`src/rtl/display_scan_controller.sv`:
```
// display_scan_controller
//
// Time-multiplexes the four HH:MM digits onto one shared BCD-to-7-segment
// decoder. Each digit gets a slot of SCAN_DIV cycles. The first GUARD cycles
// of every slot keep all digits dark so the previous digit cannot ghost into
// the next one. Digit data and display controls are snapshotted into shadow
// registers once per frame, so a frame never shows a mix of old and new data.
//
// Parameters:
//   SCAN_DIV  - cycles per digit slot (>= 2)
//   GUARD     - dark cycles at the start of each slot (1 <= GUARD < SCAN_DIV)
//   BLINK_DIV - frames per blink half-period (>= 1)
//
// Ports:
//   clk          - system clock
//   reset_n      - asynchronous active-low reset
//   digits_in    - {hours tens, hours ones, minutes tens, minutes ones}
//   blank_mask   - per-digit force-off
//   blink_mask   - per-digit off during the blink-off phase
//   lz_blank     - suppress the hours-tens digit when it is zero
//   colon_blink  - colon follows the blink phase (else steady on)
//   bcd_out      - nibble for the shared decoder
//   digit_en_n   - active-low digit enables, at most one low
//   colon_out    - colon segment, active-high
//   frame_tick   - one-cycle pulse in the first cycle of digit 0's slot
module display_scan_controller #(
  parameter int SCAN_DIV  = 50000,
  parameter int GUARD     = 2,
  parameter int BLINK_DIV = 128
) (
  input  logic        clk,
  input  logic        reset_n,
  input  logic [15:0] digits_in,
  input  logic [3:0]  blank_mask,
  input  logic [3:0]  blink_mask,
  input  logic        lz_blank,
  input  logic        colon_blink,
  output logic [3:0]  bcd_out,
  output logic [3:0]  digit_en_n,
  output logic        colon_out,
  output logic        frame_tick
);

  localparam int SW = (SCAN_DIV > 1) ? $clog2(SCAN_DIV) : 1;
  localparam int FW = $clog2(BLINK_DIV + 1);
  localparam logic [SW-1:0] SLOT_LAST  = SW'(SCAN_DIV - 1);
  localparam logic [SW-1:0] SLOT_GUARD = SW'(GUARD);
  localparam logic [FW-1:0] FRAME_LAST = FW'(BLINK_DIV - 1);

  logic [SW-1:0] slot_cnt_q, slot_cnt_d;
  logic [1:0]    idx_q, idx_d;
  logic [FW-1:0] frame_cnt_q, frame_cnt_d;
  logic          blink_ph_q, blink_ph_d;
  logic          load_pend_q, load_pend_d;
  logic          frame_tick_q, frame_tick_d;
  logic [15:0]   sh_digits_q, sh_digits_d;
  logic [3:0]    sh_blank_q, sh_blank_d;
  logic [3:0]    sh_blink_q, sh_blink_d;
  logic          sh_lz_q, sh_lz_d;
  logic          sh_cb_q, sh_cb_d;

  logic slot_last;
  logic frame_end;
  logic load;

  always_comb begin
    slot_last    = (slot_cnt_q == SLOT_LAST);
    frame_end    = slot_last && (idx_q == 2'd3);
    // The post-reset load fills the shadows before the first frame is shown.
    load         = frame_end || load_pend_q;

    slot_cnt_d   = slot_last ? '0 : slot_cnt_q + SW'(1);
    idx_d        = slot_last ? idx_q + 2'd1 : idx_q;
    frame_tick_d = frame_end;
    load_pend_d  = 1'b0;

    frame_cnt_d  = frame_cnt_q;
    blink_ph_d   = blink_ph_q;
    if (frame_end) begin
      if (frame_cnt_q == FRAME_LAST) begin
        frame_cnt_d = '0;
        blink_ph_d  = ~blink_ph_q;
      end else begin
        frame_cnt_d = frame_cnt_q + FW'(1);
      end
    end

    sh_digits_d = sh_digits_q;
    sh_blank_d  = sh_blank_q;
    sh_blink_d  = sh_blink_q;
    sh_lz_d     = sh_lz_q;
    sh_cb_d     = sh_cb_q;
    if (load) begin
      sh_digits_d = digits_in;
      sh_blank_d  = blank_mask;
      sh_blink_d  = blink_mask;
      sh_lz_d     = lz_blank;
      sh_cb_d     = colon_blink;
    end
  end

  always_ff @(posedge clk or negedge reset_n) begin
    if (!reset_n) begin
      slot_cnt_q   <= '0;
      idx_q        <= 2'd0;
      frame_cnt_q  <= '0;
      blink_ph_q   <= 1'b0;
      load_pend_q  <= 1'b1;
      frame_tick_q <= 1'b0;
      sh_digits_q  <= 16'h0000;
      // All digits blanked until the first shadow load.
      sh_blank_q   <= 4'b1111;
      sh_blink_q   <= 4'b0000;
      sh_lz_q      <= 1'b0;
      sh_cb_q      <= 1'b0;
    end else begin
      slot_cnt_q   <= slot_cnt_d;
      idx_q        <= idx_d;
      frame_cnt_q  <= frame_cnt_d;
      blink_ph_q   <= blink_ph_d;
      load_pend_q  <= load_pend_d;
      frame_tick_q <= frame_tick_d;
      sh_digits_q  <= sh_digits_d;
      sh_blank_q   <= sh_blank_d;
      sh_blink_q   <= sh_blink_d;
      sh_lz_q      <= sh_lz_d;
      sh_cb_q      <= sh_cb_d;
    end
  end

  logic lz_off;
  logic lit;

  // Outputs decode registered state only. Because idx and slot_cnt change on
  // the same edge and slot 0 is always inside the guard window, the old digit
  // turns off on exactly the edge the new nibble appears.
  always_comb begin
    case (idx_q)
      2'd0:    bcd_out = sh_digits_q[3:0];
      2'd1:    bcd_out = sh_digits_q[7:4];
      2'd2:    bcd_out = sh_digits_q[11:8];
      default: bcd_out = sh_digits_q[15:12];
    endcase

    lz_off = (idx_q == 2'd3) && sh_lz_q && (sh_digits_q[15:12] == 4'd0);
    lit    = (slot_cnt_q >= SLOT_GUARD) && !sh_blank_q[idx_q] &&
             !(sh_blink_q[idx_q] && blink_ph_q) && !lz_off;

    digit_en_n = 4'b1111;
    if (lit) digit_en_n[idx_q] = 1'b0;

    colon_out  = sh_cb_q ? ~blink_ph_q : 1'b1;
    frame_tick = frame_tick_q;
  end

endmodule

```
`config.mk`:
```
export PLATFORM = sky130hd
export DESIGN_NAME = display_scan_controller
export DESIGN_NICKNAME = d
export VERILOG_FILES = /design/src/rtl/display_scan_controller.sv
export SDC_FILE = /design/constraint.sdc
export NUM_CORES = 1
export LEC_CHECK = 0
export ABC_CLOCK_PERIOD_IN_PS = 2300
export BUFFER_PORTS_ARGS = -buffer_cell sky130_fd_sc_hd__clkbuf_2
export CORE_MARGIN = 8
export CORE_UTILIZATION = 45
export DETAILED_ROUTE_END_ITERATION = 16
export HOLD_SLACK_MARGIN = 0.05
export PLACE_DENSITY = 0.74
export RECOVER_POWER = 50
export SYNTH_ARGS = -nofsm -noshare
export SYNTH_HDL_FRONTEND = slang
export SYNTH_SLANG_ARGS = --single-unit
```
`constraint.sdc`:
```
create_clock -name clk -period 2.3 [get_ports clk]
set_input_delay 0.345 -clock clk [delete_from_list [all_inputs] [get_ports clk]]
set_output_delay 0.345 -clock clk [all_outputs]
set_load 0.05 [all_outputs]
```
==> metrics.cfg, run 1 <==
[outcome]
status = complete, but fails checks
violations = negative setup slack

[placed_design]
routabilityCongestion = 0.827
place_inst = 331
io_buffers = 37
post-place-ws_ns = 0.0623
placed_cell_area_um2 = 3040
post-dp-hpwl_um = 3980

[route]
vias = 1825
vias_per_cell = 5.32
ant_nets = 0
drt_first_pass_iters = 5
route.detailed.drc = 0
drt-initial-drc-count = 98
drt_wl_total_um = 5540
wl_per_cell_um = 16.2

[timing]
setup_viol = 2
fin_crit_ns = 2.34
period_share = 1.02
drv_slew = 0
worst_pin_slew_ns = 1.34
clock.fmax_mhz = 428
fin_skew_ns = 0.00519
maxSlewHeadroom = 0.108
timing.hold.ws_ns = 0.257
fin_ws_ns = -0.0382
hold_viol = 0
rsz0062_at_grt = yes
finalSetupTns_ns = -0.0439

[logic_synthesis]
yosys_warnings = 0
synth_area_per_cell_um2 = 12.6
synthArstFlopShare = 1.00
synth_edf_count = 0
ys_types = 39
syn_nets = 251
syn_area_um2 = 2720
ys.flop_type = dfrtp_1
synth_seq_cells = 55
netlist_instances = 215
ys_seq_area_frac = 0.509

[flow_run]
maxCapViolations = 0

[cells_and_area]
layoutNonFillerInstCount = 343
final_cell_mix = 47 x dfrtp_1, 30 x clkbuf_2, 20 x mux2_4, 16 x nor2_1
final_area_um2 = 3280
diodes = 0
fin_nets = 303
area_growth_syn_to_layout_pct = 20.6
layout_commonest_cell = dfrtp_1
drive_gt1_frac = 0.414

[clock_network]
clk_latency_ns = 0.31
cts_buffer_depth = 2
htree_num_levels = 2
clkTransAtPathRegs_ns = 0.10
clock_sinks = 55
cts-buffers-inserted = 5
cts_root_buf = clkbuf_8
cts_tree = built

[worst_setup_path]
end_kind = primary output
cp_slowest_stage_delay_ns = 0.57
criticalPathCategory = flip-flop to primary output
r2r_start = slot_cnt_q[4]
cp.arrival_ns = 1.99
path_cells = or4_4 > or3_4 > nand3_1 > clkbuf_8
cp_slowest_cell = or4_4
critPathMaxFanout = 4
critPathLaunch = slot_cnt_q[4]
required_ns = 1.96
critPathLaunchType = flip-flop
timing.critical_path.buf_inv = 1
critPathTopFamily = simple AND/OR/NAND/NOR gates

[power_and_ir_drop]
ir_worst_vdd_uv = 237
power_density_nw_per_um2 = 589
leakagePower_nw = 1.53

[die]
rows = 28
ios = 38
die_y_um = 93.7
dieWidth_um = 93.7
initial_utilization = 0.462
coreArea_um2 = 5890
fp.dieArea_um2 = 8780

[global_routing]
grt_usage = 0.138
grt_max_degree = 56
antenna_found_initial = 0
grt_pass1_wl_um = 9600
grt_overflow = 0
grt_pass1_vias = 1883

[hold_path]
hold_class = input port to flip-flop
min_from = digits_in[8]

-- worst register-to-register path, stage by stage, from the launching register on --
cell,delay (ns)
dfrtp_1,0.39
or4_4,0.57
or4_4,0.56
nor2_2,0.21
mux2_2,0.36
-- cell type report --
class                           count  area [µm²]
Multi-Input combinational cell    145        1300
Clock buffer                        6        82.6
Tap cell                           75        93.8
Clock inverter                      2        35.0
Fill cell                         507        2610
Inverter                            9        33.8
Timing Repair Buffer               51         344
Sequential cell                    55        1390
-- flip-flops by register name, summed over array words and instances, names as in the netlist --
name / flops
blink_ph_q: 1
frame_cnt_q: 8
frame_tick: 1
idx_q: 2
load_pend_q: 1
sh_blank_q: 4
sh_blink_q: 4
sh_cb_q: 1
sh_digits_q: 16
sh_lz_q: 1
slot_cnt_q: 16
-- final timing paths --
check / end / slack [ns] / depth (start not counted)
setup / recovery: digit_en_n[3] / -0.04 / 4
hold / removal: sh_digits_q[8] / 0.26 / 2
setup reg to reg: frame_cnt_q[0] / 0.10 / 4
hold reg to reg: frame_cnt_q[2] / 0.50 / 1
max in group asynchronous: idx_q[1] / 1.00 / 2
min in group asynchronous: sh_digits_q[1] / 0.39 / 2
-- stage by stage --
stage	total power, mW	util
after floorplan	1.19	-
after global placement	1.26	0.517
after detailed placement	1.27	0.517
after CTS	1.94	0.548
after global routing	2.01	0.557
final	1.93	0.557
-- cell families (layout without fill, tap and decap cells) --
logic type | count (synthesis) | in the layout | share of synthesized area
DFF | 55 | 55 | 0.509
AOI/OAI and AO/OA | 13 | 13 | 0.0405
xor gates and xnor gates | 19 | 19 | 0.0613
other | 1 | 1 | 0.00138
adders and majority gates | 8 | 8 | 0.0369
buffers and inverters | 15 | 68 | 0.0267
muxes | 36 | 36 | 0.183
and+or+nand+nor | 68 | 68 | 0.141
-- power breakdown --
group	switching [mW]	internal (mW)
Clock	0.316	0.353
Combinational	0.101	0.110
Sequential	0.0295	1.02
-- per-layer routing --
layer	vias up	wire [µm]	global-route usage
li1	874	-	-
met1	907	2400	0.174
met2	37	2780	0.221
met3	7	278	0.0352
met4	0	86	0.0528
met5	-	0	0
-- timing repair --
action                                  in CTS  in global routing
pin swaps                                    6                  2
hold buffers                                 0                  0
endpoints found under the setup margin       6                  8
resized for setup                           12                 16
buffers inserted                             2                  2
-- synthesized netlist by cell type (2+ instances only) --
| cell type | n | area (µm²) |
|---|---|---|
| a21oi_1 | 2 | 10.0 |
| nand2_1 | 5 | 18.8 |
| and3_1 | 5 | 31.3 |
| clkbuf_1 | 2 | 7.51 |
| dfrtp_1 | 50 | 1250 |
| a31oi_1 | 2 | 12.5 |
| mux2i_1 | 5 | 50.1 |
| a222oi_1 | 4 | 40.0 |
| inv_1 | 9 | 33.8 |
| nor3_1 | 4 | 20.0 |
| nor2_1 | 16 | 60.1 |
| dfstp_2 | 5 | 131 |
| mux4_2 | 2 | 45.0 |
| xor2_1 | 9 | 78.8 |
| mux2_4 | 20 | 300 |
| or4_4 | 2 | 22.5 |
| nor4_1 | 4 | 25.0 |
| nand4_1 | 7 | 43.8 |
| ha_1 | 8 | 100 |
| xnor2_1 | 10 | 87.6 |
| nand3_1 | 16 | 80.1 |
| or3_1 | 2 | 12.5 |
| mux2_2 | 9 | 101 |
| buf_6 | 2 | 22.5 |
No activity file was read; power rests on OpenSTA's default activity.
==> run 2, diff against run 1 <==
- ABC_CLOCK_PERIOD_IN_PS: 2300 -> 3000
- PLACE_DENSITY: 0.74 -> 0.71
- clock period: 2.3 -> 3 ns (I/O delays scaled with it)
==> run 2 against run 1 <==
  * Routed wire length shrank 1.7%
  * Critical endpoint unchanged
  * Sequential share of layout area grew 2.7 points
  * Non-clock buffer count shrank 11
  * The run now ends clean
  * First-iteration DRC count grew 14%
  * Largest power group unchanged
==> metrics.cfg, run 2 (synthesis results as in run 1) <==
[clock_network]
cts_setup_buffers = 0
cts_root_buf = clkbuf_8
clock_sinks = 55
cts_tree = built
ctsResizeCount = 0
clk_latency_ns = 0.31
cts-buffers-inserted = 5
ctsHoldBuffers = 0
htree_num_levels = 2
clkTransAtPathRegs_ns = 0.09
cts_buffer_depth = 2

[die]
dieWidth_um = 93.7
die_y_um = 93.7
initial_utilization = 0.462
fp.dieArea_um2 = 8780
coreArea_um2 = 5890
rows = 28
ios = 38

[timing]
finalSetupTns_ns = 0
hold_viol = 0
setup_viol = 0
fin_skew_ns = 0.00653
fin_crit_ns = 2.78
clock.fmax_mhz = 360
period_share = 0.926
drv_slew = 0
maxSlewHeadroom = 0.293
timing.hold.ws_ns = 0.310
rsz0062_at_grt = no
worst_pin_slew_ns = 1.06

[route]
ant_nets = 0
drt-initial-drc-count = 112
route.detailed.drc = 0
vias = 1792
wl_per_cell_um = 16.4
vias_per_cell = 5.40
drt_wl_total_um = 5440
drt_first_pass_iters = 4

[global_routing]
grt_max_degree = 38
grt_pass1_vias = 1839
antenna_found_initial = 0
grt_usage = 0.131
grt_pass1_wl_um = 8980
grt_overflow = 0

[worst_setup_path]
end_kind = primary output
cp_slowest_cell = mux4_2
required_ns = 2.55
cp.arrival_ns = 2.33
path_cells = mux4_2 > a41o_1 > a21oi_1 > nand3_1 > clkbuf_2
critPathMaxFanout = 6
critPathLaunchType = flip-flop
cp_slowest_stage_delay_ns = 0.55
criticalPathCategory = flip-flop to primary output

[power_and_ir_drop]
p_total_mw = 1.39
ir_worst_vdd_uv = 311
power_density_nw_per_um2 = 454
leakagePower_nw = 1.44

[hold_path]
hold_class = input port to async pin

[placed_design]
place_inst = 324
routabilityCongestion = 0.825
post-dp-hpwl_um = 4030
io_buffers = 37

[cells_and_area]
diodes = 0
layoutNonFillerInstCount = 332
drive_gt1_frac = 0.342
area_growth_syn_to_layout_pct = 13.2
largestRegisters = sh_digits_q x16, slot_cnt_q x16, frame_cnt_q x8
fin_nets = 292
final_cell_mix = 50 x dfrtp_1, 36 x clkbuf_2, 20 x mux2_4, 16 x nor2_1, 16 x nand3_1
final_core_util = 0.522
layout_commonest_cell = dfrtp_1

[outcome]
status = finished clean

[flow_run]
maxCapViolations = 0

[run 2: cell count changes in the layout (fill, tap and decap cells not counted), moves of 2 or more]
cell | before | now
buf_4 | 15 | 2
clkbuf_2 | 30 | 36
clkbuf_1 | 0 | 3
dfrtp_1 | 47 | 50
dfrtp_2 | 3 | 0
ha_1 | 5 | 8
clkbuf_8 | 9 | 7
ha_2 | 2 | 0
[run 2: area by class of cell]
cell class / instances / area [µm²]
sequential: 55 / 1380
inverter: 9 / 33.8
tap: 75 / 93.8
clock buffer: 8 / 100
fill: 521 / 2810
timing repair buffer: 40 / 203
multi-input combinational: 145 / 1260
[run 2: power breakdown]
part | switching [mW] | leakage [nW] | internal [mW]
registers | 0.0229 | 0.686 | 0.781
clock network | 0.227 | 0.0515 | 0.211
logic | 0.0748 | 0.703 | 0.0769
[run 2: worst paths after layout]
path	startpoint	to	slack (ns)	depth (start not counted)
min	reset_n	sh_digits_q[1]	0.31	1
max reg2reg	slot_cnt_q[0]	sh_digits_q[0]	0.67	6
min reg2reg	frame_cnt_q[2]	frame_cnt_q[2]	0.49	1
max in group asynchronous	reset_n	frame_tick	1.26	2
min in group clk	digits_in[11]	sh_digits_q[11]	0.37	2
max	idx_q[0]	digit_en_n[3]	0.22	5
[run 2: stage by stage]
step                worst slack, ns  area [µm²]
CTS                           0.207        3080
floorplan                     0.745        2720
detailed placement            0.560        2980
finish                        0.222        3070
global route                 0.0419        3070
global placement              0.615        2980
[run 2: worst max-delay path: cells and delay by family, from the launching register on]
family          cells  cell delay (ns)
mux                 1             0.55
compound gates      2             0.54
flops               1             0.49
buf+inv             1             0.27
simple gates        1             0.17
[run 2: layer usage]
layer  up-vias  GRT usage  share of wire
li1        857          -              -
met1       895      0.167           0.45
met2        33      0.203           0.48
met3         7     0.0416          0.045
met4         0     0.0528          0.017
met5         -          0              0
==> run 3, diff against run 2 <==
==> constraint.sdc (replaced) <==
create_clock -name clk -period 3 [get_ports clk]
set_input_delay 0.45 -clock clk [delete_from_list [all_inputs] [get_ports clk]]
set_output_delay 0.45 -clock clk [all_outputs]
set_load 0.1 [all_outputs]
==> run 3 against run 2 <==
  * Sequential share of layout area rose by 0.20 points
  * Highest routed layer unchanged
  * Clock-buffer cell count shrank 2
  * Clock skew rose by 0.0026 ns
  * Largest power group unchanged
==> metrics.cfg, run 3 (synthesis results as in run 1) <==
[outcome]
status = finished clean

[route]
drt-initial-drc-count = 71
route.detailed.drc = 0
wl_met3_um = 245
drt_first_pass_iters = 4
vias = 1786
wl_met2_um = 2590
ant_nets = 0
drt_wl_total_um = 5500
highest_layer = met4
vias_per_cell = 5.38
wl_per_cell_um = 16.6
wl_met1_um = 2570

[cells_and_area]
fin_nets = 292
layout_commonest_cell = dfrtp_1
final_cell_mix = 50 x dfrtp_1, 37 x clkbuf_2, 20 x mux2_4, 16 x nor2_1, 16 x nand3_1
diodes = 0
drive_gt1_frac = 0.346
area_growth_syn_to_layout_pct = 12.7
final_area_um2 = 3060
largestRegisters = sh_digits_q x16, slot_cnt_q x16, frame_cnt_q x8

[worst_setup_path]
cp.arrival_ns = 2.40
required_ns = 2.55
criticalPathCategory = flip-flop to primary output
critPathLaunchType = flip-flop
critPathMaxFanout = 6
end_kind = primary output

[global_routing]
grt_overflow = 0
grt_max_degree = 30
grt_pass1_vias = 1884
grt_pass1_wl_um = 9260
antenna_found_initial = 0
grt_usage = 0.132

[clock_network]
clk_latency_ns = 0.31
htree_num_levels = 2
cts_buffer_depth = 2
clkTransAtPathRegs_ns = 0.10
ctsHoldBuffers = 0
cts_setup_buffers = 0
clock_sinks = 55
ctsResizeCount = 0
cts_tree = built
cts-buffers-inserted = 5
cts_root_buf = clkbuf_8

[timing]
fin_skew_ns = 0.00915
finalSetupTns_ns = 0
drv_slew = 0
fin_crit_ns = 2.85
maxSlewHeadroom = 0.0338
period_share = 0.948
setup_viol = 0
clock.fmax_mhz = 351
rsz0062_at_grt = no
worst_pin_slew_ns = 1.45
hold_viol = 0

[hold_path]
hold_class = input port to flip-flop

[power_and_ir_drop]
power_density_nw_per_um2 = 454
leakagePower_nw = 1.43
ir_worst_vdd_uv = 202

[die]
coreArea_um2 = 5890
die_y_um = 93.7
ios = 38
initial_utilization = 0.462
fp.dieArea_um2 = 8780
dieWidth_um = 93.7
rows = 28

[flow_run]
maxCapViolations = 0

[placed_design]
routabilityCongestion = 0.870
io_buffers = 37
placed_cell_area_um2 = 2980
post-dp-hpwl_um = 4050

-- run 3: final timing paths --
kind / startpoint / endpoint / slack, ns / cells past startpoint
setup / recovery: idx_q[0] / digit_en_n[3] / 0.15 / 5
hold / removal: digits_in[15] / sh_digits_q[15] / 0.36 / 2
setup reg to reg: slot_cnt_q[0] / sh_digits_q[1] / 0.63 / 6
hold reg to reg: frame_cnt_q[6] / frame_cnt_q[6] / 0.50 / 1
max in group asynchronous: reset_n / sh_digits_q[6] / 1.15 / 2
min in group asynchronous: reset_n / slot_cnt_q[9] / 0.46 / 1
-- run 3: area by class of cell --
cell class	instances	area, µm²
clock inverters	2	12.5
fillers	516	2830
repair buffers	40	204
multi-input cells	145	1260
clock buffers	6	72.6
well taps	75	93.8
inverters	9	33.8
flip-flops and latches	55	1380
-- run 3: metal layers --
layer / global-route usage / up-vias
met5: 0 / -
met4: 0.0594 / 0
met3: 0.0304 / 8
met2: 0.207 / 40
met1: 0.169 / 885
li1: - / 853
-- run 3: stage by stage --
step | utilization | worst slack [ns] | std cells | hold slack (ns) | power (mW)
2_1_floorplan | - | 0.0971 | 215 | 0.154 | 0.942
3_3_place_gp | 0.506 | 0.575 | 324 | 0.472 | 0.995
3_5_place_dp | 0.506 | 0.519 | 324 | 0.491 | 0.998
4_1_cts | 0.521 | 0.153 | 332 | 0.175 | 1.40
5_1_grt | 0.520 | 0.0424 | 332 | 0.356 | 1.44
6_report | 0.520 | 0.155 | 332 | 0.364 | 1.39
-- run 3: critical path, stage by stage, from the launching register on --
cell	delay, ns
dfrtp_1	0.50
mux4_2	0.55
a41o_1	0.22
a21oi_1	0.29
nand3_1	0.13
clkbuf_2	0.39
-- run 3: where the power goes --
part | total (mW) | leakage, nW | switching, mW | internal, mW
Combinational | 0.178 | 0.706 | 0.101 | 0.0767
Clock | 0.408 | 0.0412 | 0.244 | 0.164
Sequential | 0.805 | 0.686 | 0.0234 | 0.781
Total | 1.39 | 1.43 | 0.369 | 1.02
